**config.mk**
```make
export PLATFORM = sky130hd
export DESIGN_NAME = acc_ctrl_fsm_flat
export DESIGN_NICKNAME = d
export VERILOG_FILES = /design/src/rtl/acc_ctrl_fsm_if.sv /design/src/rtl/acc_ctrl_fsm.sv /design/src/flat_wrapper.sv
export SDC_FILE = /design/constraint.sdc
export NUM_CORES = 1
export LEC_CHECK = 0
export CORE_MARGIN = 1
export CORE_UTILIZATION = 40
export DETAILED_ROUTE_END_ITERATION = 6
export GPL_ROUTABILITY_DRIVEN = 0
export GPL_TIMING_DRIVEN = 0
export PLACE_DENSITY_LB_ADDON = 0.1
export SLEW_MARGIN = 20
export SYNTH_ARGS = -nofsm -noshare
export SYNTH_HDL_FRONTEND = slang
export SYNTH_SLANG_ARGS = --single-unit
```
**constraint.sdc**
```tcl
create_clock -name CLK -period 2.85 [get_ports CLK]
set_input_delay 0.57 -clock CLK [delete_from_list [all_inputs] [get_ports CLK]]
set_output_delay 0.57 -clock CLK [all_outputs]
set_load 0.05 [all_outputs]
```
**src/rtl/acc_ctrl_fsm_if.sv**
```systemverilog
// Control bus between the accumulator-core sequencer and its datapath.
//   master : the sequencer (acc_ctrl_fsm) - drives enables, selects, status
//   slave  : the datapath - drives run, opcode and the ALU/ACC flags
// Signals:
//   run, opcode[OPW-1:0], acc_zero, alu_ovfl                 datapath -> sequencer
//   pc_write, ir_write, acc_write, sp_write, mem_write,
//   out_write, mem_addr_sel[1:0], alu_src_a[1:0],
//   alu_src_b[1:0], alu_op[2:0], acc_src[1:0], pc_src        sequencer -> datapath
//   ovfl_trap, state_dbg[STW-1:0]                            sequencer status
interface acc_ctrl_fsm_if #(
    parameter int OPW = 4,
    parameter int STW = 4
);
    logic           run;
    logic [OPW-1:0] opcode;
    logic           acc_zero;
    logic           alu_ovfl;

    logic           pc_write;
    logic           ir_write;
    logic           acc_write;
    logic           sp_write;
    logic           mem_write;
    logic           out_write;
    logic [1:0]     mem_addr_sel;
    logic [1:0]     alu_src_a;
    logic [1:0]     alu_src_b;
    logic [2:0]     alu_op;
    logic [1:0]     acc_src;
    logic           pc_src;
    logic           ovfl_trap;
    logic [STW-1:0] state_dbg;

    modport master (
        input  run, opcode, acc_zero, alu_ovfl,
        output pc_write, ir_write, acc_write, sp_write, mem_write, out_write,
               mem_addr_sel, alu_src_a, alu_src_b, alu_op, acc_src, pc_src,
               ovfl_trap, state_dbg
    );

    modport slave (
        output run, opcode, acc_zero, alu_ovfl,
        input  pc_write, ir_write, acc_write, sp_write, mem_write, out_write,
               mem_addr_sel, alu_src_a, alu_src_b, alu_op, acc_src, pc_src,
               ovfl_trap, state_dbg
    );
endinterface

```
**src/rtl/acc_ctrl_fsm.sv**
```systemverilog
// Multicycle control unit for the 16-bit accumulator core. Decodes the IR
// opcode and sequences every datapath write enable and mux select, one state
// per cycle.
// Ports:
//   CLK    in  rising-edge clock
//   reset  in  asynchronous active-low reset; forces FETCH, clears outputs
//   bus    acc_ctrl_fsm_if.master (inputs run/opcode/acc_zero/alu_ovfl,
//          outputs enables, selects, ovfl_trap, state_dbg)
//
// state    | meaning
// FETCH    | IR <= mem[PC], PC <= PC+1 (only while run=1)
// DECODE   | opcode selects the next state
// EXEC_I   | ACC <= ACC op IMM (li/addi/andi/ori)
// MEM_RD   | read mem[IMM]
// EXEC_M   | ACC <= ACC op MEMOUT (add/and/sub)
// LW_WB    | ACC <= MEMOUT
// MEM_WR   | mem[IMM] <= ACC
// BRANCH   | PC <= IMM if the beqz/bnez condition holds
// JUMP     | PC <= IMM
// PUSH_DEC | SP <= SP-1
// PUSH_WR  | mem[SP] <= ACC
// POP_RD   | read mem[SP]
// POP_WB   | ACC <= MEMOUT, SP <= SP+1
// IO_IN    | ACC <= FPGAIn
// IO_OUT   | FPGAOut <= ACC
// HALT     | overflow trap; frozen until reset
module acc_ctrl_fsm #(
    parameter int OPW       = 4,
    parameter int STW       = 4,
    parameter bit OVFL_TRAP = 1'b1
) (
    input logic           CLK,
    input logic           reset,
    acc_ctrl_fsm_if.master bus
);
    typedef enum logic [STW-1:0] {
        FETCH    = STW'(0),
        DECODE   = STW'(1),
        EXEC_I   = STW'(2),
        MEM_RD   = STW'(3),
        EXEC_M   = STW'(4),
        LW_WB    = STW'(5),
        MEM_WR   = STW'(6),
        BRANCH   = STW'(7),
        JUMP     = STW'(8),
        PUSH_DEC = STW'(9),
        PUSH_WR  = STW'(10),
        POP_RD   = STW'(11),
        POP_WB   = STW'(12),
        IO_IN    = STW'(13),
        IO_OUT   = STW'(14),
        HALT     = STW'(15)
    } state_t;

    localparam logic [OPW-1:0] OP_LI   = OPW'(0);
    localparam logic [OPW-1:0] OP_ADDI = OPW'(1);
    localparam logic [OPW-1:0] OP_ANDI = OPW'(2);
    localparam logic [OPW-1:0] OP_ORI  = OPW'(3);
    localparam logic [OPW-1:0] OP_ADD  = OPW'(4);
    localparam logic [OPW-1:0] OP_AND  = OPW'(5);
    localparam logic [OPW-1:0] OP_SUB  = OPW'(6);
    localparam logic [OPW-1:0] OP_LW   = OPW'(7);
    localparam logic [OPW-1:0] OP_SW   = OPW'(8);
    localparam logic [OPW-1:0] OP_BEQZ = OPW'(9);
    localparam logic [OPW-1:0] OP_BNEZ = OPW'(10);
    localparam logic [OPW-1:0] OP_J    = OPW'(11);
    localparam logic [OPW-1:0] OP_PUSH = OPW'(12);
    localparam logic [OPW-1:0] OP_POP  = OPW'(13);
    localparam logic [OPW-1:0] OP_IN   = OPW'(14);

    localparam logic [2:0] ALU_PASS = 3'd0;
    localparam logic [2:0] ALU_ADD  = 3'd1;
    localparam logic [2:0] ALU_SUB  = 3'd2;
    localparam logic [2:0] ALU_AND  = 3'd3;
    localparam logic [2:0] ALU_OR   = 3'd4;

    localparam logic [1:0] MAS_PC  = 2'd0;
    localparam logic [1:0] MAS_IMM = 2'd1;
    localparam logic [1:0] MAS_SP  = 2'd2;
    localparam logic [1:0] SA_ACC  = 2'd0;
    localparam logic [1:0] SA_PC   = 2'd1;
    localparam logic [1:0] SA_SP   = 2'd2;
    localparam logic [1:0] SB_IMM  = 2'd0;
    localparam logic [1:0] SB_MEM  = 2'd1;
    localparam logic [1:0] SB_ONE  = 2'd2;
    localparam logic [1:0] AS_MEM  = 2'd1;
    localparam logic [1:0] AS_IN   = 2'd2;

    state_t     state_q, state_nxt;

    // Output registers hold the decode of the state being entered, so each
    // state's outputs come straight from flops. The few flag-dependent terms
    // (run in FETCH, acc_zero in BRANCH, alu_ovfl in EXEC_*) are qualified
    // combinationally below because those inputs are only valid in-state.
    logic       fetch_q, jump_q, branch_q, br_zero_q, ovfl_chk_q;
    logic       acc_wr_q, sp_wr_q, mem_wr_q, out_wr_q, pc_src_q;
    logic [1:0] mas_q, src_a_q, src_b_q, acc_src_q;
    logic [2:0] alu_op_q;
    logic       ovfl_trap_q;

    logic       d_fetch, d_jump, d_branch, d_br_zero, d_ovfl_chk;
    logic       d_acc_wr, d_sp_wr, d_mem_wr, d_out_wr, d_pc_src;
    logic [1:0] d_mas, d_src_a, d_src_b, d_acc_src;
    logic [2:0] d_alu_op;
    logic       trap_now;

    assign trap_now = ovfl_chk_q & bus.alu_ovfl;

    always_comb begin
        state_nxt = state_q;
        case (state_q)
            FETCH:    if (bus.run) state_nxt = DECODE;
            DECODE: begin
                case (bus.opcode)
                    OP_LI, OP_ADDI, OP_ANDI, OP_ORI: state_nxt = EXEC_I;
                    OP_ADD, OP_AND, OP_SUB, OP_LW:   state_nxt = MEM_RD;
                    OP_SW:                           state_nxt = MEM_WR;
                    OP_BEQZ, OP_BNEZ:                state_nxt = BRANCH;
                    OP_J:                            state_nxt = JUMP;
                    OP_PUSH:                         state_nxt = PUSH_DEC;
                    OP_POP:                          state_nxt = POP_RD;
                    OP_IN:                           state_nxt = IO_IN;
                    default:                         state_nxt = IO_OUT;
                endcase
            end
            EXEC_I, EXEC_M: state_nxt = trap_now ? HALT : FETCH;
            MEM_RD:   state_nxt = (bus.opcode == OP_LW) ? LW_WB : EXEC_M;
            PUSH_DEC: state_nxt = PUSH_WR;
            POP_RD:   state_nxt = POP_WB;
            HALT:     state_nxt = HALT;
            default:  state_nxt = FETCH;
        endcase

        d_fetch    = 1'b0;
        d_jump     = 1'b0;
        d_branch   = 1'b0;
        d_br_zero  = 1'b0;
        d_ovfl_chk = 1'b0;
        d_acc_wr   = 1'b0;
        d_sp_wr    = 1'b0;
        d_mem_wr   = 1'b0;
        d_out_wr   = 1'b0;
        d_pc_src   = 1'b0;
        d_mas      = MAS_PC;
        d_src_a    = SA_ACC;
        d_src_b    = SB_IMM;
        d_acc_src  = 2'd0;
        d_alu_op   = ALU_PASS;
        case (state_nxt)
            FETCH: begin
                d_fetch  = 1'b1;
                d_mas    = MAS_PC;
                d_src_a  = SA_PC;
                d_src_b  = SB_ONE;
                d_alu_op = ALU_ADD;
            end
            EXEC_I: begin
                d_acc_wr   = 1'b1;
                d_ovfl_chk = OVFL_TRAP && (bus.opcode == OP_ADDI);
                case (bus.opcode)
                    OP_ADDI: d_alu_op = ALU_ADD;
                    OP_ANDI: d_alu_op = ALU_AND;
                    OP_ORI:  d_alu_op = ALU_OR;
                    default: d_alu_op = ALU_PASS;
                endcase
            end
            MEM_RD: d_mas = MAS_IMM;
            EXEC_M: begin
                d_acc_wr   = 1'b1;
                d_src_b    = SB_MEM;
                d_ovfl_chk = OVFL_TRAP && ((bus.opcode == OP_ADD) || (bus.opcode == OP_SUB));
                case (bus.opcode)
                    OP_AND:  d_alu_op = ALU_AND;
                    OP_SUB:  d_alu_op = ALU_SUB;
                    default: d_alu_op = ALU_ADD;
                endcase
            end
            LW_WB: begin
                d_acc_wr  = 1'b1;
                d_acc_src = AS_MEM;
            end
            MEM_WR: begin
                d_mas    = MAS_IMM;
                d_mem_wr = 1'b1;
            end
            BRANCH: begin
                d_pc_src  = 1'b1;
                d_branch  = 1'b1;
                d_br_zero = (bus.opcode == OP_BEQZ);
            end
            JUMP: begin
                d_pc_src = 1'b1;
                d_jump   = 1'b1;
            end
            PUSH_DEC: begin
                d_src_a  = SA_SP;
                d_src_b  = SB_ONE;
                d_alu_op = ALU_SUB;
                d_sp_wr  = 1'b1;
            end
            PUSH_WR: begin
                d_mas    = MAS_SP;
                d_mem_wr = 1'b1;
            end
            POP_RD: d_mas = MAS_SP;
            POP_WB: begin
                // ACC takes MEMOUT, so the ALU is free for SP+1
                d_acc_wr  = 1'b1;
                d_acc_src = AS_MEM;
                d_src_a   = SA_SP;
                d_src_b   = SB_ONE;
                d_alu_op  = ALU_ADD;
                d_sp_wr   = 1'b1;
            end
            IO_IN: begin
                d_acc_wr  = 1'b1;
                d_acc_src = AS_IN;
            end
            IO_OUT:  d_out_wr = 1'b1;
            default: ;
        endcase
    end

    always_ff @(posedge CLK or negedge reset) begin
        if (!reset) begin
            state_q     <= FETCH;
            // Reset lands in FETCH, so preload the FETCH decode.
            fetch_q     <= 1'b1;
            jump_q      <= 1'b0;
            branch_q    <= 1'b0;
            br_zero_q   <= 1'b0;
            ovfl_chk_q  <= 1'b0;
            acc_wr_q    <= 1'b0;
            sp_wr_q     <= 1'b0;
            mem_wr_q    <= 1'b0;
            out_wr_q    <= 1'b0;
            pc_src_q    <= 1'b0;
            mas_q       <= MAS_PC;
            src_a_q     <= SA_PC;
            src_b_q     <= SB_ONE;
            acc_src_q   <= 2'd0;
            alu_op_q    <= ALU_ADD;
            ovfl_trap_q <= 1'b0;
        end else begin
            state_q     <= state_nxt;
            fetch_q     <= d_fetch;
            jump_q      <= d_jump;
            branch_q    <= d_branch;
            br_zero_q   <= d_br_zero;
            ovfl_chk_q  <= d_ovfl_chk;
            acc_wr_q    <= d_acc_wr;
            sp_wr_q     <= d_sp_wr;
            mem_wr_q    <= d_mem_wr;
            out_wr_q    <= d_out_wr;
            pc_src_q    <= d_pc_src;
            mas_q       <= d_mas;
            src_a_q     <= d_src_a;
            src_b_q     <= d_src_b;
            acc_src_q   <= d_acc_src;
            alu_op_q    <= d_alu_op;
            if (trap_now) ovfl_trap_q <= 1'b1;
        end
    end

    // reset gates every output so an in-flight write dies the moment reset
    // falls rather than at the next edge.
    assign bus.ir_write     = reset & fetch_q & bus.run;
    assign bus.pc_write     = reset & ((fetch_q & bus.run) | jump_q |
                                       (branch_q & (bus.acc_zero == br_zero_q)));
    assign bus.acc_write    = reset & acc_wr_q & ~trap_now;
    assign bus.sp_write     = reset & sp_wr_q;
    assign bus.mem_write    = reset & mem_wr_q;
    assign bus.out_write    = reset & out_wr_q;
    assign bus.pc_src       = reset & pc_src_q;
    assign bus.mem_addr_sel = reset ? mas_q     : 2'd0;
    assign bus.alu_src_a    = reset ? src_a_q   : 2'd0;
    assign bus.alu_src_b    = reset ? src_b_q   : 2'd0;
    assign bus.acc_src      = reset ? acc_src_q : 2'd0;
    assign bus.alu_op       = reset ? alu_op_q  : 3'd0;
    assign bus.ovfl_trap    = ovfl_trap_q;
    assign bus.state_dbg    = state_q;
endmodule

```
**src/flat_wrapper.sv**
```systemverilog
// flat-port wrapper written by rule: the top's interface ports become plain ports
module acc_ctrl_fsm_flat 
#(
    parameter int OPW       = 4,
    parameter int STW       = 4,
    parameter bit OVFL_TRAP = 1'b1
)
  (CLK, reset, bus_run, bus_opcode, bus_acc_zero, bus_alu_ovfl, bus_pc_write, bus_ir_write, bus_acc_write, bus_sp_write, bus_mem_write, bus_out_write, bus_mem_addr_sel, bus_alu_src_a, bus_alu_src_b, bus_alu_op, bus_acc_src, bus_pc_src, bus_ovfl_trap, bus_state_dbg);
  acc_ctrl_fsm_if #(.OPW(OPW), .STW(STW)) bus_i ();
  input logic CLK;
  input logic reset;
  input wire logic [$bits(bus_i.run)-1:0] bus_run;
  input wire logic [$bits(bus_i.opcode)-1:0] bus_opcode;
  input wire logic [$bits(bus_i.acc_zero)-1:0] bus_acc_zero;
  input wire logic [$bits(bus_i.alu_ovfl)-1:0] bus_alu_ovfl;
  output wire logic [$bits(bus_i.pc_write)-1:0] bus_pc_write;
  output wire logic [$bits(bus_i.ir_write)-1:0] bus_ir_write;
  output wire logic [$bits(bus_i.acc_write)-1:0] bus_acc_write;
  output wire logic [$bits(bus_i.sp_write)-1:0] bus_sp_write;
  output wire logic [$bits(bus_i.mem_write)-1:0] bus_mem_write;
  output wire logic [$bits(bus_i.out_write)-1:0] bus_out_write;
  output wire logic [$bits(bus_i.mem_addr_sel)-1:0] bus_mem_addr_sel;
  output wire logic [$bits(bus_i.alu_src_a)-1:0] bus_alu_src_a;
  output wire logic [$bits(bus_i.alu_src_b)-1:0] bus_alu_src_b;
  output wire logic [$bits(bus_i.alu_op)-1:0] bus_alu_op;
  output wire logic [$bits(bus_i.acc_src)-1:0] bus_acc_src;
  output wire logic [$bits(bus_i.pc_src)-1:0] bus_pc_src;
  output wire logic [$bits(bus_i.ovfl_trap)-1:0] bus_ovfl_trap;
  output wire logic [$bits(bus_i.state_dbg)-1:0] bus_state_dbg;
  assign bus_i.run = bus_run;
  assign bus_i.opcode = bus_opcode;
  assign bus_i.acc_zero = bus_acc_zero;
  assign bus_i.alu_ovfl = bus_alu_ovfl;
  assign bus_pc_write = bus_i.pc_write;
  assign bus_ir_write = bus_i.ir_write;
  assign bus_acc_write = bus_i.acc_write;
  assign bus_sp_write = bus_i.sp_write;
  assign bus_mem_write = bus_i.mem_write;
  assign bus_out_write = bus_i.out_write;
  assign bus_mem_addr_sel = bus_i.mem_addr_sel;
  assign bus_alu_src_a = bus_i.alu_src_a;
  assign bus_alu_src_b = bus_i.alu_src_b;
  assign bus_alu_op = bus_i.alu_op;
  assign bus_acc_src = bus_i.acc_src;
  assign bus_pc_src = bus_i.pc_src;
  assign bus_ovfl_trap = bus_i.ovfl_trap;
  assign bus_state_dbg = bus_i.state_dbg;
  acc_ctrl_fsm #(.OPW(OPW), .STW(STW), .OVFL_TRAP(OVFL_TRAP)) u_core (.CLK(CLK), .reset(reset), .bus(bus_i));
endmodule
```
After elaboration in Yosys (flattened, before gate mapping)
Memories as Yosys holds them, arrays and structs flattened.
Index checks and enable logic that the tools add are counted.
Storage, ports and cells
  memories: 1
  memory bits (writable): 0
  latch bits: 0
  ROM bits: 64
  logic and storage cells: 101
  output and inout bits: 23
  flip-flop bits (word level): 26
Memory list
  (no name shown): depth 16, bits a word 4, read ports 1, clocked after Yosys merged registers in 0, write ports 0, RTL line acc_ctrl_fsm.sv:114  | case (bus.opcode)
Cells by class
  shifts and indexed selects: 0
  $mul: 0
  mux-type cells: 26
  add/sub/neg operators: 0
  div/mod/pow operators: 0
  reductions and logical operators: 13
  magnitude comparators: 0
  bitwise logic cells: 15
  equal/unequal tests: 29
Operators by type and width (count)
  $eq 4x4->1 const B: 11
  $eq 4x3->1 const B: 9
  $pmux 4 s7: 1
  $eq 4x2->1 const B: 6
  $pmux 2 s2: 5
  $reduce_or 2->1: 8
  $and 1x1->1: 12
  $pmux 3 s4: 1
  $mux 1: 10
  $pmux 3 s3: 1
  $eq 4x1->1 const B: 2
  $logic_not 4->1: 2
  $mux 2: 4
  $mux 4: 2
  $reduce_or 5->1: 1
  $mux 3: 1
  $reduce_or 3->1: 1
  $or 1x1->1: 2
  $pmux 1 s2: 1
  $eq 1x1->1: 1
  $logic_or 1x1->1: 1
  $not 1->1: 1

Longest topological paths before layout
  depth after elaboration: 6
  gate-level depth with buffers: 9

Least setup slack after synthesis
OpenSTA, ideal clock, no wires.
  path kind: register to register
  from: register u_core.state_q[1], in the netlist u_core.bus.state_dbg[1]
  to: register u_core.alu_op_q[1]
  cell stages (with the launch flop): 8
  period minus slack after synthesis: 2.371 ns
  library setup time: 0.080 ns
  required time: 2.770 ns
  data arrival time: 2.290 ns
  path slack: 0.479 ns
  path through: dfrtp_1 -> buf_4 -> and4b_4 -> a221o_1 -> a211o_1 -> nand2b_4 -> or4_4 -> o211ai_2
On the way
  word-level cells in the longest chain between the ends: 6
  elaborated cells on any way between the ends: 18
  classes of those cells: eq/ne (11); mux (3); reduce/logical (4)
Ends and longest elaborated chain
  from (decl): RTL line acc_ctrl_fsm.sv:89  | state_t state_q, state_nxt;
  from (signal assigned): RTL line acc_ctrl_fsm.sv:245  | state_q <= state_nxt;
  $eq 4x2->1 or $eq 4x3->1 (tied branches): RTL line acc_ctrl_fsm.sv:111  | case (state_q)
  $reduce_or 2->1: RTL line acc_ctrl_fsm.sv:111
  $pmux 4 s7 (*): RTL line acc_ctrl_fsm.sv:111
  $eq 4x4->1 or $logic_not 4->1 (tied branches): RTL line acc_ctrl_fsm.sv:149  | case (state_nxt)
  $reduce_or 2->1 (no line)
  $pmux 3 s4 (*): RTL line acc_ctrl_fsm.sv:149
  net u_core.d_alu_op[1]: RTL line acc_ctrl_fsm.sv:104  | logic [2:0] d_alu_op;
  to (signal assigned): RTL line acc_ctrl_fsm.sv:260  | alu_op_q <= d_alu_op;
  to (decl): RTL line acc_ctrl_fsm.sv:98  | logic [2:0] alu_op_q;
The timed path passes the listed nets; every way through them passes the cells marked *.
A chain may end at the register's enable or synchronous reset.

Final worst setup path
  from: input port bus_acc_zero
  to: output port bus_pc_write
On the way
  word-level cells in the longest chain between the ends: 4
Ends and longest elaborated chain
  from (decl): RTL line flat_wrapper.sv:14  | input wire logic [$bits(bus_i.acc_zero)-1:0] bus_acc_zero;
  $eq 1x1->1: RTL line acc_ctrl_fsm.sv:269  | (branch_q & (bus.acc_zero == br_zero_q)));
  $and 1x1->1: RTL line acc_ctrl_fsm.sv:269
  $or 1x1->1: RTL line acc_ctrl_fsm.sv:268  | assign bus.pc_write = reset & ((fetch_q & bus.run) | jump_q |
  $and 1x1->1: RTL line acc_ctrl_fsm.sv:268
  to (decl): RTL line flat_wrapper.sv:16  | output wire logic [$bits(bus_i.pc_write)-1:0] bus_pc_write;
No other way between the ends.

==> flow_summary.json <==
{
  "grt_pass1_vias": 1031,
  "worstPathArrival_ps": 2150,
  "ys_warn_count": 0,
  "grt_overflow": 0,
  "clock_skew_ps": 0.6208,
  "cap_violations": 0,
  "tightestPinTransition_ps": 599.8,
  "setup_violations": 0,
  "critical_path.max_fanout": 1,
  "final_cells": 227,
  "required_ps": 2280,
  "port_buffers": 30,
  "drtIter0Drc": 19,
  "status": "completed",
  "synth_area_sq_um": 1405,
  "syn_inst": 147,
  "start_util": 0.4178,
  "wl_per_cell_um": 12.66,
  "crit_top_cell": "clkdlybuf4s50_1",
  "clockBufferDepth": 2,
  "final_cell_area_sq_um": 1812,
  "place_ws_ps": -258.2,
  "p_leak_nw": 0.9862,
  "slew_violations": 0,
  "num_vias": 1130,
  "grt_antenna_before_repair": 0,
  "rsz0062_at_grt": "no",
  "max_slew_margin": 0.5964,
  "cts_max_level": 1,
  "power_density_nw_per_um2": 896.4,
  "fin_util": 0.5387,
  "cp_slowest_stage_delay_ps": 800,
  "grt_pass1_wl_um": 4747,
  "holdCritPathClass": "primary input to async pin",
  "seq_area_frac_synth": 0.4488,
  "dr.pass1.iters": 4,
  "viasPerCell": 4.978,
  "synth_top_cell_by_area": "dfrtp_1",
  "fmaxAchievable_mhz": 367.0,
  "place_hpwl_um": 2172,
  "cts_num_sinks": 25,
  "drt_wl_total_um": 2873,
  "numPlacedInstances": 223,
  "drc": 0,
  "placed_cell_area_sq_um": 1758,
  "diodes": 0,
  "yosys_register_bits": 25,
  "cts_hold_buf": 0,
  "crit_path_end_kind": "output port",
  "synth-edff-count": 0,
  "syn_nets": 161,
  "hold_viol_final": 0,
  "die-area_sq_um": 3754,
  "track_usage": 0.1713,
  "cts_tree": "done",
  "rows": 21,
  "period_needed_ps": 2725,
  "worstPathCellList": "clkdlybuf4s50_1, xnor2_1, a221oi_1, nor2b_1, clkdlybuf4s50_1",
  "grt_start_max_net_pins": 34,
  "avgSynthCellArea_sq_um": 9.558,
  "final.setup.tns_ps": 0,
  "synthFlopType": "dfrtp_1",
  "drive_above_1_share": 0.1326,
  "fin_ws_ps": 125.1,
  "syn2layout_area_growth_pct": 28.94,
  "worst_path_max_delay_cell": "clkdlybuf4s50_1",
  "final.period_utilization": 0.9561,
  "worst_skew_pair.late_latency_ps": 320,
  "power_mw": 1.624,
  "cts_root_buf": "clkbuf_4",
  "antenna_left": 0,
  "ir_drop_uv": 318.4,
  "cts_buffers": 3,
  "die_y_um": 61.27,
  "clk_pin_slew_worst_paths_ps": 140,
  "ios": 32,
  "yosysTopAreaCellShare": 0.3740,
  "start_kind": "primary input",
  "nets": 196,
  "die_w_um": 61.27,
  "ys_async_sr_fraction": 1.000,
  "coreArea_sq_um": 3363,
  "yosys-top-cells-area": "dfrtp_1 37%, and2_1 7.6%, dfstp_2 7.5%",
  "critical_path_class": "primary input to output port",
  "synth.distinct_cells": 43,
  "holdWs_ps": 133.3
}
[synthesized netlist by cell type (2+ instances only)]
cell type,n
dfstp_2,4
clkbuf_1,3
nand4b_1,2
nand3b_1,3
nand3_1,3
a21oi_1,3
nor3b_1,2
o211ai_1,3
a211o_1,2
xnor2_1,3
nor2_1,10
nor4_1,2
dfrtp_1,21
and2_1,17
ha_1,5
buf_2,5
o21ai_0,5
and3b_1,2
inv_1,9
nand2_1,7
nor2b_1,3
buf_4,3
nand4_1,4
nor3_1,2
and3_1,5
o21ai_1,2
[report_power, final]
part	switching, mW	internal, mW	total [mW]	leakage [nW]
sequential	0.0323	0.475	0.507	0.329
combinational	0.603	0.352	0.955	0.639
clock	0.110	0.0526	0.163	0.0177
[logic make-up after synthesis]
kind of cell,count (synthesis),synth area share
AND/OR/NAND/NOR,69,0.3001
flip-flops,25,0.4488
AO/OA/AOI/OAI,22,0.1086
buffers and inverters,22,0.07212
adder cells (fa/ha/maj),5,0.04452
XOR/XNOR,3,0.01870
multiplexers,1,0.007124
[what timing repair did]
action | in CTS | in global routing
endpoints found under the setup margin | 11 | 10
resized for setup | 2 | 10
setup buffers | 0 | 0
[cell type report]
type / instances / area [sq um]
clock buffer: 3 / 22.52
inverter: 10 / 37.54
buffer: 12 / 63.81
sequential: 25 / 630.6
tap: 46 / 57.56
timing repair buffer: 30 / 321.6
multi-input combinational: 100 / 673.1
fill: 342 / 1551
clock inverter: 1 / 5.005
[final timing paths]
check | cells after the start | startpoint | slack [ps] | endpoint
min reg2reg | 1 | u_core.bus.ovfl_trap$_DFFE_PN0P_ | 490 | u_core.bus.ovfl_trap$_DFFE_PN0P_
min | 1 | reset | 130 | u_core.bus.ovfl_trap$_DFFE_PN0P_
max in group asynchronous | 1 | reset | 2410 | u_core.fetch_q$_DFF_PN1_
min in group CLK | 1 | u_core.bus.ovfl_trap$_DFFE_PN0P_ | 490 | u_core.bus.ovfl_trap$_DFFE_PN0P_
max reg2reg | 8 | u_core.bus.state_dbg[3]$_DFF_PN0_ | 420 | u_core.br_zero_q$_DFF_PN0_
max | 5 | bus_acc_zero | 130 | bus_pc_write
[worst max-delay path, delay by kind of cell]
kind            cells  cell delay (ps)
xor+xnor            1              110
buf+inv             2             1270
compound gates      1               90
simple gates        1              120
[registers in the layout (all words and copies together) (netlist names), 2 cells and up]
| register | flops |
|---|---|
| u_core.alu_op_q | 3 |
| u_core.bus.state_dbg | 4 |
| u_core.acc_src_q | 2 |
| u_core.src_b_q | 2 |
| u_core.mas_q | 2 |
[per-layer routing]
layer	wire [um]	GRT usage
met4	29	0.06169
met3	115	0.03151
met1	1401	0.2347
met5	0	0
met2	1327	0.2717
[cells in the final DEF, fill, tap and decap left out, types with 2 or more instances in the layout]
| cell type | netlist | routed |
|---|---|---|
| o211ai_1 | 3 | 3 |
| buf_2 | 5 | 5 |
| nand4_1 | 4 | 4 |
| nor4_1 | 2 | 2 |
| a21oi_1 | 3 | 3 |
| clkdlybuf4s50_1 | 0 | 18 |
| clkbuf_4 | 0 | 3 |
| xnor2_1 | 3 | 3 |
| nor3_1 | 2 | 2 |
| o21ai_1 | 2 | 2 |
| dlymetal6s2s_1 | 0 | 10 |
| inv_1 | 9 | 9 |
| buf_4 | 3 | 4 |
| dfrtp_1 | 21 | 21 |
| nand3_1 | 3 | 3 |
| clkbuf_1 | 3 | 3 |
| dfstp_2 | 4 | 4 |
| ha_1 | 5 | 5 |
| o21ai_0 | 5 | 5 |
| and3b_1 | 2 | 2 |
| nand2_1 | 7 | 7 |
| nor2b_1 | 3 | 3 |
| nand4b_1 | 2 | 2 |
| and3_1 | 5 | 5 |
| nor3b_1 | 2 | 2 |
| and2_1 | 17 | 17 |
| nand3b_1 | 3 | 3 |
| a211o_1 | 2 | 2 |
| nor2_1 | 10 | 10 |
(Power assumes the default switching activity.)
